### src/rtl/cmd_receiver.sv
// Command/data stage between the UART receiver and the vector coprocessor.
// Parses the byte stream into vector-load and operation commands.
module cmd_receiver #(
  parameter int unsigned NUM_ELEM    = 1024,
  parameter int unsigned TIMEOUT_CYC = 5_000_000,
  localparam int unsigned ADDR_W     = $clog2(NUM_ELEM)
) (
  input  logic              clk,
  input  logic              rst_n,
  input  logic [7:0]        rx_data,
  input  logic              rx_ready,
  input  logic              op_finished,
  output logic              wr_en,
  output logic              wr_sel,
  output logic [ADDR_W-1:0] wr_addr,
  output logic [7:0]        wr_data,
  output logic [7:0]        op,
  output logic              calc_start,
  output logic              busy,
  output logic              load_err
);

  localparam int unsigned CNT_W = ADDR_W + 1;
  localparam int unsigned TMO_W = $clog2(TIMEOUT_CYC + 1);
  localparam logic [CNT_W-1:0] CNT_LAST = CNT_W'(NUM_ELEM - 1);
  localparam logic [TMO_W-1:0] TMO_LAST = TMO_W'(TIMEOUT_CYC - 1);

  typedef enum logic [1:0] {
    IDLE,
    LOAD,
    START,
    WAIT_DONE
  } state_t;

  state_t              state_q;
  logic [CNT_W-1:0]    cnt_q;
  logic [TMO_W-1:0]    tmo_q;
  logic                wr_en_q;
  logic                wr_sel_q;
  logic [ADDR_W-1:0]   wr_addr_q;
  logic [7:0]          wr_data_q;
  logic [7:0]          op_q;
  logic                calc_start_q;
  logic                load_err_q;

  always_ff @(posedge clk or negedge rst_n) begin
    if (!rst_n) begin
      state_q      <= IDLE;
      cnt_q        <= '0;
      tmo_q        <= '0;
      wr_en_q      <= 1'b0;
      wr_sel_q     <= 1'b0;
      wr_addr_q    <= '0;
      wr_data_q    <= '0;
      op_q         <= '0;
      calc_start_q <= 1'b0;
      load_err_q   <= 1'b0;
    end else begin
      wr_en_q      <= 1'b0;
      calc_start_q <= 1'b0;
      load_err_q   <= 1'b0;
      unique case (state_q)
        IDLE: begin
          if (rx_ready) begin
            if (rx_data == 8'h01 || rx_data == 8'h02) begin
              state_q  <= LOAD;
              wr_sel_q <= rx_data[1];
              cnt_q    <= '0;
              tmo_q    <= '0;
            end else if (rx_data >= 8'h03 && rx_data <= 8'h07) begin
              state_q <= START;
              op_q    <= rx_data;
            end
          end
        end
        LOAD: begin
          // Timeout is checked first so a byte arriving on the abort cycle is dropped.
          if (tmo_q == TMO_LAST) begin
            state_q    <= IDLE;
            load_err_q <= 1'b1;
            tmo_q      <= '0;
          end else if (rx_ready) begin
            wr_en_q   <= 1'b1;
            wr_addr_q <= cnt_q[ADDR_W-1:0];
            wr_data_q <= rx_data;
            cnt_q     <= cnt_q + 1'b1;
            tmo_q     <= '0;
            if (cnt_q == CNT_LAST) begin
              state_q <= IDLE;
            end
          end else begin
            tmo_q <= tmo_q + 1'b1;
          end
        end
        START: begin
          calc_start_q <= 1'b1;
          state_q      <= WAIT_DONE;
        end
        WAIT_DONE: begin
          if (op_finished) begin
            op_q    <= '0;
            state_q <= IDLE;
          end
        end
        default: state_q <= IDLE;
      endcase
    end
  end

  assign wr_en      = wr_en_q;
  assign wr_sel     = wr_sel_q;
  assign wr_addr    = wr_addr_q;
  assign wr_data    = wr_data_q;
  assign op         = op_q;
  assign calc_start = calc_start_q;
  assign load_err   = load_err_q;
  assign busy       = (state_q != IDLE);

endmodule

### config.mk
export PLATFORM = sky130hd
export DESIGN_NAME = cmd_receiver
export DESIGN_NICKNAME = d
export VERILOG_FILES = /design/src/rtl/cmd_receiver.sv
export SDC_FILE = /design/constraint.sdc
export NUM_CORES = 1
export LEC_CHECK = 0
export ABC_AREA = 1
export BUFFER_PORTS_ARGS = -buffer_cell sky130_fd_sc_hd__buf_2
export CAP_MARGIN = 20
export CELL_PAD_IN_SITES_DETAIL_PLACEMENT = 1
export CELL_PAD_IN_SITES_GLOBAL_PLACEMENT = 1
export CORE_AREA = 2 2 92 94
export CTS_CLUSTER_SIZE = 16
export DETAILED_ROUTE_END_ITERATION = 12
export DIE_AREA = 0 0 94 96
export HOLD_SLACK_MARGIN = 0.12
export PLACE_DENSITY = 0.88
export SYNTH_ARGS = -nofsm -noshare
export SYNTH_HDL_FRONTEND = slang
export SYNTH_SLANG_ARGS = --single-unit
### constraint.sdc
create_clock -name clk -period 3 [get_ports clk]
set_clock_uncertainty 0.05 [all_clocks]
set_input_delay 0.3 -clock clk [delete_from_list [all_inputs] [get_ports clk]]
set_output_delay 0.3 -clock clk [all_outputs]
set_load 0.1 [all_outputs]
## After elaboration in Yosys (flattened, before gate mapping)

Index checks and enable logic that the tools add are counted.

| word-level totals | value |
|---|---|
| bits in registers | 66 |
| bits in latches | 0 |
| memory bits (writable) | 0 |
| memory bits (read-only) | 0 |
| bits of input ports | 12 |
| output and inout bits | 31 |
| word-level logic and storage cells | 73 |
| memories kept | 0 |

| operators by class | value |
|---|---|
| add/sub/neg operators | 2 |
| $mul | 0 |
| divide/modulo/power cells | 0 |
| order comparisons | 2 |
| eq/ne operators | 17 |
| shift-type cells | 0 |
| mux-type cells | 29 |
| bitwise logic cells | 1 |
| reductions and logical operators | 12 |

Operators by type and width:

| kind | number |
|---|---|
| two-way mux 23 bit | 4 |
| one-hot mux 23 bit (2 select lines) | 1 |
| two-way mux 11 bit | 4 |
| two-way mux 8 bit | 4 |
| adder 23 x 1 -> 23 bit, second input constant | 1 |
| == test 23 bit, second input constant | 1 |
| one-hot mux 11 bit (2 select lines) | 1 |
| one-hot mux 8 bit (2 select lines) | 1 |
| AND reduction 5 bit | 3 |
| two-way mux 2 bit | 7 |
| inequality test 2 bit, second input constant | 7 |
| adder 11 x 1 -> 11 bit, second input constant | 1 |
| == test 11 x 10 -> 1 bit, second input constant | 1 |
| inequality test 3 bit, second input constant | 3 |
| AND reduction 3 bit | 3 |
| == test 8 x 1 -> 1 bit, second input constant | 1 |
| == test 8 x 2 -> 1 bit, second input constant | 1 |
| greater-or-equal comparator 8 x 2 -> 1 bit, second input constant | 1 |
| less-or-equal comparator 8 x 3 -> 1 bit, second input constant | 1 |
| one-hot mux 2 bit (4 select lines) | 1 |
| two-way mux 1 bit | 6 |
| nonzero test 2 bit | 3 |
| == test 2 bit, second input constant | 2 |
| == test 2 x 1 -> 1 bit, second input constant | 1 |
| other kinds (4) | 4 |

## Depth between registers and ports, before layout

| logic depth | value |
|---|---|
| depth after elaboration | 6 |
| mapped depth | 10 |

## Worst setup path after synthesis

No wires, ideal clock.

| timing path | value |
|---|---|
| path type | reg2reg |
| start | register state_q[0] |
| end | register op_q[1], in the netlist op[1] |
| setup time | 0.129 ns |
| arrival time | 1.623 ns |
| path slack | 1.198 ns |
| cell stages (with the launch flop) | 8 |
| path buffers | 1 |
| period minus slack after synthesis | 1.802 ns |
| cell sequence | dfrtp_1 nor2_2 inv_1 o21ai_1 nand2_1 buf_2 nand2_1 o21ai_0 |

| between the ends | value |
|---|---|
| longest elaborated chain between the ends | 3 |

Ends and longest elaborated chain:

| item | line | RTL |
|---|---|---|
| start, declared | 35 | `state_t state_q;` |
| start signal, assigned | 48 | `state_q <= IDLE;` |
| start signal, assigned | 66 | `state_q <= LOAD;` |
| start signal, assigned | 71 | `state_q <= START;` |
| == test 2 bit / zero test 2 bit (equally long branches) | 62 | `unique case (state_q)` |
| inequality test 2 bit (no line) / nonzero test 2 bit (equally long branches) | - |  |
| AND reduction 5 bit (no line) | - |  |
| end signal, assigned | 72 | `op_q <= rx_data;` |
| end, declared | 42 | `logic [7:0] op_q;` |

Parallel ways exist; a longest one is shown, timed or not.
A chain may end at the register's enable or synchronous reset.

## Worst setup path after layout

| timing path | value |
|---|---|
| start | register tmo_q[0] |
| end | register cnt_q[0] |

| between the ends | value |
|---|---|
| longest elaborated chain between the ends | 3 |

Ends and longest elaborated chain:

| item | line | RTL |
|---|---|---|
| start, declared | 37 | `logic [TMO_W-1:0] tmo_q;` |
| start signal, assigned | 92 | `tmo_q <= tmo_q + 1'b1;` |
| == test 23 bit | 78 | `if (tmo_q == TMO_LAST) begin` |
| inequality test 2 bit (no line) | - |  |
| AND reduction 5 bit (no line) | - |  |
| end signal, assigned | 86 | `cnt_q <= cnt_q + 1'b1;` |
| end, declared | 36 | `logic [CNT_W-1:0] cnt_q;` |

Every way passes these cells.

==> flow_summary.json <==
{
  "status": "complete, no violations",
  "cts_max_level": 3,
  "yosysWarnings": 0,
  "critPathKind": "reg -> reg",
  "rsz0062_at_grt": "false",
  "endpoint_kind": "flip-flop",
  "synth.yosys.seq_area_share": 0.4606,
  "finalCritPeriodShare": 0.7599,
  "cts.sinks": 66,
  "grt-ovfl-total": 0,
  "layout_setup_ws_ps": 720.3,
  "netlist.area_leader.share": 0.4606,
  "cts_buffer_depth": 2,
  "finalWorstPathRequiredPeriod_ps": 2280,
  "syn_nets": 491,
  "seq_area_mm2": 0.001652,
  "p_int_mw": 1.999,
  "diodes": 0,
  "vdd_ir_drop_max_mv": 0.8788,
  "pre_cts_ws_ps": 719.1,
  "crit_path_start_kind": "flip-flop",
  "synth_area_leaders": "dfrtp_1 (46%), nand2_1 (15%), nor2_1 (6.0%)",
  "power_frac_comb": 0.425,
  "die_w_um": 94,
  "first_iter_violations": 99,
  "final_cell_mix": "nand2_1 (148), dfrtp_1 (66), nor2_1 (57)",
  "grt_max_degree": 67,
  "port_buffers": 42,
  "fin_setup_tns_ps": 0,
  "synth.distinct_cells": 33,
  "synth-xor-area-share": 0.03175,
  "critPathMaxFanout": 17,
  "synth_top_area_cell": "dfrtp_1",
  "synthCells": 477,
  "grt_pass1_wl_um": 16840,
  "place_congestion": 0.8680,
  "required_ps": 3160,
  "p_leak_nw": 2.025,
  "wl_per_cell_um": 15.63,
  "start_util": 0.4454,
  "switching_power_mw": 1.952,
  "pwr-share-clk": 0.242,
  "antenna_left": 0,
  "coreArea_mm2": 0.008051,
  "clock-root-buffer": "clkbuf_8",
  "hold_viol_final": 0,
  "setup_viol": 0,
  "arrival_ps": 2440,
  "multi_input_area_mm2": 0.001659,
  "seqPwrFrac": 0.333,
  "slew_viol_final": 0,
  "ios": 43,
  "ys_ff_latch": 66,
  "grt_pass1_vias": 3534,
  "finish.net_count": 537,
  "insertion_delay_ps": 350,
  "yosys.area_share.simple": 0.3468,
  "cts.clk_slew.worst_paths_ps": 80,
  "hpwl_um": 7106,
  "routed_via_density": 5.259,
  "reg2reg_slack_ps": 720,
  "drt_wl_total_um": 9896,
  "vias": 3329,
  "power_density_mw_per_mm2": 946.0,
  "design.die.area_mm2": 0.009024,
  "hold_class": "in -> reg",
  "wl_met3_um": 399,
  "syn_area_per_cell_um2": 7.518,
  "max-slew-margin-rel": 0.5815,
  "wl_met1_um": 4373,
  "mostFrequentLayoutCell": "nand2_1",
  "p_sw_frac": 0.4940,
  "grt_antenna_before_repair": 0,
  "synth_top_family_by_area": "simple AND/OR/NAND/NOR gates",
  "grtUsageTotal": 0.2428,
  "whs_ps": 155.2,
  "cts_tree": "done",
  "synth_compound_area_frac": 0.07711,
  "nFillCells": 1021,
  "drive_gt1_frac": 0.1705,
  "met2WireLength_um": 4883,
  "remaining_drc_errors": 0,
  "synth_adder_area_share": 0.006978,
  "rows": 33,
  "cap_violations": 0,
  "max_freq_mhz": 438.7,
  "drt_first_pass_iters": 4,
  "netlist_area_mm2": 0.003586,
  "tightest_slew_ps": 626.2,
  "cts_made_buffers": 9,
  "die_h_um": 96,
  "highest_layer": "met4",
  "area_growth_pct": 16.47,
  "cts_setup_buffers": 0,
  "muxShareOfSynthArea": 0
}
-- synth_stat cells (all sizes together) --
| master | instances |
|---|---|
| nand3 | 38 |
| o21a | 2 |
| inv | 51 |
| nor3b | 1 |
| or2 | 3 |
| nand3b | 1 |
| clkbuf | 3 |
| buf | 11 |
| o21bai | 1 |
| nand2 | 150 |
| and2 | 1 |
| nor2 | 63 |
| a31oi | 1 |
| o21ai | 41 |
| dfrtp | 66 |
| nand4 | 19 |
| clkinv | 2 |
| ha | 2 |
| xor2 | 13 |
| o22ai | 2 |
| nor3 | 6 |
-- power by group through the flow --
stage	sequential [mW]	clock [mW]	combinational (mW)
2_1_floorplan	2.08	0	0.565
3_3_place_gp	1.31	0	1.64
3_5_place_dp	1.32	0	1.68
4_1_cts	1.31	0.974	1.69
5_1_grt	1.35	1.01	1.79
6_report	1.32	0.955	1.68
-- cell families (layout without fill, tap and decap cells) --
group                    count (synthesis)  after routing
AND/OR/NAND/NOR                        282            282
buffers and inverters                   67            118
XOR/XNOR                                13             13
adder cells (fa/ha/maj)                  2              2
AO/OA/AOI/OAI                           47             47
flip-flops                              66             66
-- what timing repair did --
action,in CTS,in global routing
hold buffers,3,0
resized for setup,0,0
endpoints found under the hold margin,68,0
-- final timing paths --
path | startpoint | depth (start not counted) | to
max | tmo_q[0] | 8 | cnt_q[0]
min | op_finished | 3 | state_q[1]
max reg2reg | tmo_q[0] | 8 | cnt_q[0]
min reg2reg | op[4] | 2 | op[4]
max in group asynchronous | rst_n | 3 | wr_data[5]
min in group asynchronous | rst_n | 3 | tmo_q[19]
-- state kept, by name (all words and copies together), names as in the netlist, 2 cells and up --
name	cells
cnt_q	11
state_q	2
wr_data	8
tmo_q	23
op	8
wr_addr	10
-- worst max-delay path, cell delays in order (launching register included) --
cell	delay [ps]
dfrtp_1	470
ha_1	270
nand3_2	160
nor2_1	160
nand3_2	300
nand3_2	380
inv_2	150
nand2_1	110
o21ai_0	80
-- per-layer routing --
layer	up-vias	track usage
met5	-	0
met4	0	0.09903
met3	22	0.04777
met2	67	0.4375
met1	1627	0.2839
li1	1613	-
-- metrics by stage --
step | instance area [um2] | power, mW | utilization | cells
finish | 4177 | 3.951 | 0.5187 | 633
detailed placement | 3894 | 2.995 | 0.4836 | 614
global placement | 3894 | 2.945 | 0.4836 | 614
CTS | 4177 | 3.975 | 0.5187 | 633
floorplan | 3586 | 2.647 | - | 477
global route | 4177 | 4.149 | 0.5187 | 633
-- final cells by class --
type / count / area share
Clock buffer: 12 / 0.03715
Clock inverter: 4 / 0.02337
Inverter: 53 / 0.04763
Multi-Input combinational cell: 344 / 0.3972
Sequential cell: 66 / 0.3954
Tap cell: 105 / 0.03146
Timing Repair Buffer: 49 / 0.06771
Note: power is estimated with default switching activity, not from simulation.
